**src/rtl/pipe_hazard_ctrl.sv**
```systemverilog
// Pipeline stall/flush controller: load-use bubbles, mispredict flushes, data-memory wait freeze.
// Optional HAZ_PERF_CNT_EN adds stall_cycles / flush_events performance counters.
module pipe_hazard_ctrl #(
   parameter int FLUSH_CYCLES = 1,
   parameter int MAX_WAIT     = 255
) (
   input  logic        clk,
   input  logic        rst,
   input  logic [4:0]  id_rs1_addr,
   input  logic [4:0]  id_rs2_addr,
   input  logic        id_uses_rs2,
   input  logic [4:0]  ex_rd,
   input  logic        ex_memread,
   input  logic        ex_mispredict,
   input  logic        mem_busy,
   output logic        pc_en,
   output logic        if_id_en,
   output logic        id_ex_en,
   output logic        ex_mem_en,
   output logic        mem_wb_en,
   output logic        if_id_flush,
   output logic        id_ex_flush,
   output logic        ex_mem_flush,
   output logic        mem_timeout,
   output logic [1:0]  ctrl_state
`ifdef HAZ_PERF_CNT_EN
   ,
   output logic [31:0] stall_cycles,
   output logic [31:0] flush_events
`endif
);

   localparam int FCW = (FLUSH_CYCLES > 1) ? $clog2(FLUSH_CYCLES) : 1;
   localparam int WCW = 16;

   typedef enum logic [1:0] {
      RUN           = 2'd0,
      FLUSH         = 2'd1,
      MEM_WAIT      = 2'd2,
      REDIRECT_PEND = 2'd3
   } state_t;

   state_t           state_reg, state_next;
   logic [FCW-1:0]   flush_cnt_reg, flush_cnt_next;
   logic [WCW-1:0]   wait_cnt_reg, wait_cnt_next;
   logic             pend_reg, pend_next;
   logic             timeout_reg, timeout_next;

   logic             load_use;
   logic             service;
   logic             wait_at_max;

   assign load_use = ex_memread && (ex_rd != 5'd0) &&
                     ((ex_rd == id_rs1_addr) || (id_uses_rs2 && (ex_rd == id_rs2_addr)));
   assign service     = !mem_busy && (ex_mispredict || pend_reg);
   assign wait_at_max = (wait_cnt_reg == WCW'(MAX_WAIT));
   assign ctrl_state  = state_reg;

   always_ff @(posedge clk or negedge rst) begin
      if (!rst) begin
         state_reg     <= RUN;
         flush_cnt_reg <= '0;
         wait_cnt_reg  <= '0;
         pend_reg      <= 1'b0;
         timeout_reg   <= 1'b0;
      end else begin
         state_reg     <= state_next;
         flush_cnt_reg <= flush_cnt_next;
         wait_cnt_reg  <= wait_cnt_next;
         pend_reg      <= pend_next;
         timeout_reg   <= timeout_next;
      end
   end

   always_comb begin
      state_next     = state_reg;
      flush_cnt_next = flush_cnt_reg;
      pend_next      = pend_reg;
      wait_cnt_next  = '0;
      timeout_next   = timeout_reg;
      pc_en          = 1'b1;
      if_id_en       = 1'b1;
      id_ex_en       = 1'b1;
      ex_mem_en      = 1'b1;
      mem_wb_en      = 1'b1;
      if_id_flush    = 1'b0;
      id_ex_flush    = 1'b0;
      ex_mem_flush   = 1'b0;

      if (mem_busy) begin
         // Full freeze; a mispredict arriving now is remembered and serviced once memory is ready.
         pc_en          = 1'b0;
         if_id_en       = 1'b0;
         id_ex_en       = 1'b0;
         ex_mem_en      = 1'b0;
         mem_wb_en      = 1'b0;
         pend_next      = pend_reg || ex_mispredict;
         state_next     = pend_next ? REDIRECT_PEND : MEM_WAIT;
         wait_cnt_next  = wait_at_max ? wait_cnt_reg : wait_cnt_reg + WCW'(1);
         flush_cnt_next = '0;
         if (wait_at_max) begin
            timeout_next = 1'b1;
         end
      end else if (service) begin
         if_id_flush    = 1'b1;
         id_ex_flush    = 1'b1;
         flush_cnt_next = FCW'(FLUSH_CYCLES - 1);
         pend_next      = 1'b0;
         state_next     = (FLUSH_CYCLES > 1) ? FLUSH : RUN;
      end else if (state_reg == FLUSH) begin
         // ID holds a squashed slot here, so load-use is deliberately not evaluated.
         if_id_flush = 1'b1;
         if (flush_cnt_reg <= FCW'(1)) begin
            flush_cnt_next = '0;
            state_next     = RUN;
         end else begin
            flush_cnt_next = flush_cnt_reg - FCW'(1);
            state_next     = FLUSH;
         end
      end else begin
         state_next = RUN;
         if (load_use) begin
            pc_en       = 1'b0;
            if_id_en    = 1'b0;
            id_ex_flush = 1'b1;
         end
      end

      mem_timeout = timeout_reg || (mem_busy && wait_at_max);

      if (!rst) begin
         pc_en        = 1'b0;
         if_id_en     = 1'b0;
         id_ex_en     = 1'b0;
         ex_mem_en    = 1'b0;
         mem_wb_en    = 1'b0;
         if_id_flush  = 1'b1;
         id_ex_flush  = 1'b1;
         ex_mem_flush = 1'b1;
         mem_timeout  = 1'b0;
      end
   end

`ifdef HAZ_PERF_CNT_EN
   logic [31:0] stall_cycles_reg;
   logic [31:0] flush_events_reg;

   always_ff @(posedge clk or negedge rst) begin
      if (!rst) begin
         stall_cycles_reg <= '0;
         flush_events_reg <= '0;
      end else begin
         if (!pc_en) begin
            stall_cycles_reg <= stall_cycles_reg + 32'd1;
         end
         if (service) begin
            flush_events_reg <= flush_events_reg + 32'd1;
         end
      end
   end

   assign stall_cycles = stall_cycles_reg;
   assign flush_events = flush_events_reg;
`endif

endmodule

```
**config.mk**
```make
export PLATFORM = sky130hd
export DESIGN_NAME = pipe_hazard_ctrl
export DESIGN_NICKNAME = d
export VERILOG_FILES = /design/src/rtl/pipe_hazard_ctrl.sv
export SDC_FILE = /design/constraint.sdc
export NUM_CORES = 1
export LEC_CHECK = 0
export ABC_AREA = 1
export BUFFER_PORTS_ARGS = -buffer_cell sky130_fd_sc_hd__clkbuf_2
export CORE_MARGIN = 2
export CORE_UTILIZATION = 50
export CTS_BUF_LIST = sky130_fd_sc_hd__clkbuf_16
export DETAILED_ROUTE_END_ITERATION = 10
export PLACE_DENSITY = 0.76
export SYNTH_ARGS = -nofsm -noshare
export SYNTH_HDL_FRONTEND = slang
export SYNTH_SLANG_ARGS = --single-unit
```
**constraint.sdc**
```tcl
create_clock -name clk -period 2.83 [get_ports clk]
set_input_delay 0.566 -clock clk [delete_from_list [all_inputs] [get_ports clk]]
set_output_delay 0.566 -clock clk [all_outputs]
set_load 0.01 [all_outputs]
```
Word level (Yosys, flattened, before mapping)
Cells that the tools add are included.
{"block": "totals", "regBits": 21, "inputBits": 21, "out_inout_bits": 11, "word_cells": 57}
{"block": "classes", "n_addsub": 2, "n_lt_le_gt_ge": 1, "n_eq_ne": 5, "n_mux": 31, "reduce_logical": 13}
{"operator": "16-bit two-way mux", "count": 2}
{"operator": "1-bit two-way mux", "count": 26}
{"operator": "16-bit by 1-bit adder with 16-bit output (second input constant)", "count": 1}
{"operator": "16-bit by 8-bit equality test with 1-bit output (second input constant)", "count": 1}
{"operator": "5-bit equality test", "count": 2}
{"operator": "2-bit two-way mux", "count": 3}
{"operator": "1-bit logical AND", "count": 5}
{"operator": "5-bit nonzero test", "count": 1}
{"operator": "1-bit logical OR", "count": 3}
{"operator": "3-bit nonzero test", "count": 1}
{"operator": "2-bit by 1-bit equality test with 1-bit output (second input constant)", "count": 1}
{"operator": "2-bit inequality test (second input constant)", "count": 1}
{"operator": "2-bit AND reduction", "count": 1}
{"operator": "2-bit nonzero test", "count": 1}
{"operator": "1-bit <= comparator (second input constant)", "count": 1}
{"operator": "1-bit zero test", "count": 1}
{"operator": "1-bit subtractor (second input constant)", "count": 1}

Depth between registers and ports, before layout
{"block": "logic_depth", "word_depth": 9, "mapped_depth": 10, "depth_no_buf": 9}

Least setup slack after synthesis
Ideal clock, no wire load.
{"block": "synth_path", "kind": "in2out", "start": "in mem_busy", "end": "out pc_en", "arrival_time_ns": 1.333, "required_ns": 2.264, "setup_slack_ns": 0.931, "cell_stages": 5, "path_buffers": 2, "path_cell_list": "buf_2 > nor2_1 > nand2_1 > inv_1 > buf_4"}
{"block": "synth_via", "elab_chain_cells": 5}
{"item": "start, declared", "line": "15", "rtl": "input logic mem_busy,"}
{"item": "1-bit zero test", "line": "55", "rtl": "assign service = !mem_busy && (ex_mispredict || pend_reg);"}
{"item": "1-bit logical AND", "line": "55"}
{"item": "1-bit two-way mux"}
{"item": "1-bit two-way mux * (2 in a row)"}
{"item": "end, declared", "line": "16", "rtl": "output logic pc_en,"}
Mark *: on every way between the ends. The rest lies on a longest branch, timed or not.

Final worst setup path
{"block": "layout_path", "start": "reg wait_cnt_reg[0]", "end": "out mem_timeout"}
{"block": "layout_via", "elab_chain_cells": 4}
{"item": "start, declared", "line": "45", "rtl": "logic [WCW-1:0] wait_cnt_reg, wait_cnt_next;"}
{"item": "start signal, assigned", "line": "69", "rtl": "wait_cnt_reg <= wait_cnt_next;"}
{"item": "16-bit by 8-bit equality test with 1-bit output", "line": "56", "rtl": "assign wait_at_max = (wait_cnt_reg == WCW'(MAX_WAIT));"}
{"item": "1-bit logical AND", "line": "129", "rtl": "mem_timeout = timeout_reg || (mem_busy && wait_at_max);"}
{"item": "1-bit logical OR", "line": "129"}
{"item": "1-bit two-way mux", "line": "131", "rtl": "if (!rst) begin"}
{"item": "end, declared", "line": "24", "rtl": "output logic mem_timeout,"}
Every way passes these cells.

==> results.md <==
* Outcome: complete, no violations
* Mapped cell area at 1290 um2
* Max Freq at 421 MHz
* Drt via density at 4.92
* Max Clock Skew at 0.00530 ns
* Nets@finish at 246
* CP Max Fanout at 10
* DRT Pass-1 Iters at 4
* Met2 Wirelength at 1.38 mm
* I/O Buffers at 31
* GPL Wtd Cong at 0.778
* Die area at 2990 um2
* Worst vdd ir at 0.000488 V
* Root Buffer: clkbuf_16
* H-tree lvl count at 1
* Worst-Margin Slew at 0.413 ns
* Total clock sinks at 20
* Crit-path slowest cell: dfrtp_1
* Minimum clock period at 2.37 ns
* CTS tree: done
* Post-synth net total at 214
* Post-synthesis compound-gate area fraction at 0.0700
* DRT iter0 DRCs at 21
* First-pass GRT wire length at 4.62 mm
* CP peak stage delay at 0.38 ns
* Routed len/inst at 11.2 um
* Post-Synth XOR/XNOR Area at 0.0204
* Place WS at 0.752 ns
* Pin count of the biggest net entering global routing at 21
* Detailed-route wire length at 2.84 mm
* Area grow syn2layout at 21.3%
* Core ar. at 2450 um2
* Cts hold-fix bufs at 0
* Initial antenna violation count at 0
* CTS resizes at 0
* Reg2Reg Depth at 6
* Worst Setup Path Type: reg -> out
* Wire length on met1 at 1.30 mm
* # placed instances at 249
* Skew-Pair Late Insertion Delay at 0.25 ns
* Leak pwr at 0.897 nW
* Final number of setup-violating endpoints at 0
* Post-synthesis cell count at 192
* CP Capture Type: primary output
* Seq/Total Area, Yosys at 0.389
* Met3 WL at 156 um
* Die H at 54.7 um
* Top layer in use: met3
* Worst-path clk slew at 0.06 ns
* Drt drc at 0
* Max Slew Vio Count at 0
* Crit path from: wait_cnt_reg[0]
* Setup_tns at 0 ns
* CTS Buf Count at 3
* CP cell instances: ha_1 > nand3_1 > nor3_4 > nand3_4 > a21oi_1 > clkbuf_2
* Reg2Reg Launch Point: wait_cnt_reg[0]
* Hold Violations, Final at 0
* Adder-cell share of the synthesized area at 0.00973
* Fin cells at 253
* # rows at 18
* Number of max-cap violations at 0
* Crit path to: mem_timeout
* Post-CTS Setup Bufs at 0
* Worst EP arrival at 1.81 ns
* Ant. Diodes at 0
* Synth Area per Inst at 6.70 um2
* Vias in the first global route at 1158
* Setup ws final at 0.457 ns
* Routed vias at 1246
* Simple-gate share of the synthesized area at 0.386
* GRT Util Overall at 0.215
* Min-Delay Path Class: in -> async
* Design Power at 0.773 mW
* Max Buffers Root-to-Sink at 2
* YS warnings at 0
* Post-route ant nets at 0
* # fillers at 223
* Total grt overflow at 0
* RSZ-0062 raised after global routing: no
* Slew margin rel. at 0.725
* Largest register FFs at 16
* Mux cell area share after synthesis at 0
* Reg2reg end: wait_cnt_reg[14]
* IO Count at 32
* FF+latch count, synth at 20
* Dpl hpwl at 2.12 mm
* Die width at 54.7 um
* Fraction of layout cells with a size suffix above 1 at 0.197
* Nature of the critical path startpoint: flip-flop
* Starting Density at 0.524
* Library cells used by synthesis at 24
* PD cells at 495 nW/um2
* Period utilisation layout at 0.839
* Req. time, crit path at 2.26 ns
* Worst reg2reg setup slack at 1.30 ns
* Largest family of logic cells by synthesized area: simple AND/OR/NAND/NOR gates
* WHS at 0.293 ns
## area by class of cell
type                            count  area [um2]  share of cell area
Multi-Input combinational cell    133         626               0.401
Sequential cell                    20         500               0.321
Timing Repair Buffer               32         163               0.104
Inverter                           34         129              0.0826
Clock buffer                        3        75.1              0.0481
Tap cell                           30        37.5              0.0241
Clock inverter                      1        30.0              0.0192
## power breakdown
| part | total [mW] | leakage (nW) | internal [mW] | switching (mW) |
|---|---|---|---|---|
| Combinational | 0.0843 | 0.580 | 0.0334 | 0.0509 |
| Clock | 0.391 | 0.0511 | 0.281 | 0.111 |
| Sequential | 0.297 | 0.266 | 0.292 | 0.00525 |
| Total | 0.773 | 0.897 | 0.606 | 0.167 |
## layer usage
layer	track usage	vias to the layer above
met5	0	-
met4	0.0333	0
met3	0.0601	0
met2	0.387	36
met1	0.256	560
li1	-	650
## synth_stat cells
library cell | number | area, um2
nand2_1 | 54 | 203
inv_1 | 33 | 124
nor2_1 | 30 | 113
dfrtp_1 | 20 | 500
nand3_1 | 14 | 70.1
a21oi_1 | 8 | 40.0
o21ai_0 | 8 | 40.0
nand4_1 | 4 | 25.0
buf_4 | 3 | 22.5
o21ai_1 | 2 | 10.0
or2_2 | 2 | 12.5
xnor2_1 | 2 | 17.5
buf_2 | 1 | 5.00
clkbuf_1 | 1 | 3.75
clkinv_2 | 1 | 5.00
ha_1 | 1 | 12.5
nand2_2 | 1 | 6.26
nand2_4 | 1 | 11.3
nand3_2 | 1 | 10.0
nand3_4 | 1 | 17.5
nand3b_1 | 1 | 7.51
nor3_1 | 1 | 5.00
nor3_4 | 1 | 16.3
xor2_1 | 1 | 8.76
## critical path, delay by kind of cell (launching register included)
family	cells	cell delay, ns
and+or+nand+nor	3	0.61
DFF	1	0.38
adders and majority gates	1	0.23
AOI/OAI and AO/OA	1	0.18
buffers and inverters	1	0.15
## worst min path at each step
| stage | end | slack (ns) | cells after the start |
|---|---|---|---|
| 6_report | timeout_reg | 0.29 | 2 |
| 5_1_grt | pend_reg | 0.32 | 2 |
| 4_1_cts | wait_cnt_reg[7] | 0.30 | 2 |
| 3_5_place_dp | timeout_reg | 0.44 | 2 |
| 3_3_place_gp | timeout_reg | 0.44 | 2 |
| 2_1_floorplan | ctrl_state[0] | 0.27 | 0 |
## placed cells by master (no fill, tap or decap), types with 2 or more instances in the layout
cell type / synthesis / routed
o21ai_1: 2 / 2
or2_2: 2 / 2
dfrtp_1: 20 / 20
o21ai_0: 8 / 8
xnor2_1: 2 / 2
clkbuf_2: 0 / 31
nand4_1: 4 / 4
a21oi_1: 8 / 8
inv_1: 33 / 33
nand2_1: 54 / 54
nand3_1: 14 / 14
nor2_1: 30 / 30
clkbuf_16: 0 / 3
## cells by family after synthesis
family,after synthesis
xor+xnor,3
fa+ha+maj,1
flops,20
simple gates,111
compound gates,18
buf+inv,39
## per-stage QoR
step,cell area (um2),utilization
final,1560,0.636
after global routing,1560,0.636
after detailed placement,1460,0.593
after CTS,1560,0.636
after global placement,1460,0.593
after floorplan,1290,-
No activity file was read; power rests on OpenSTA's default activity.
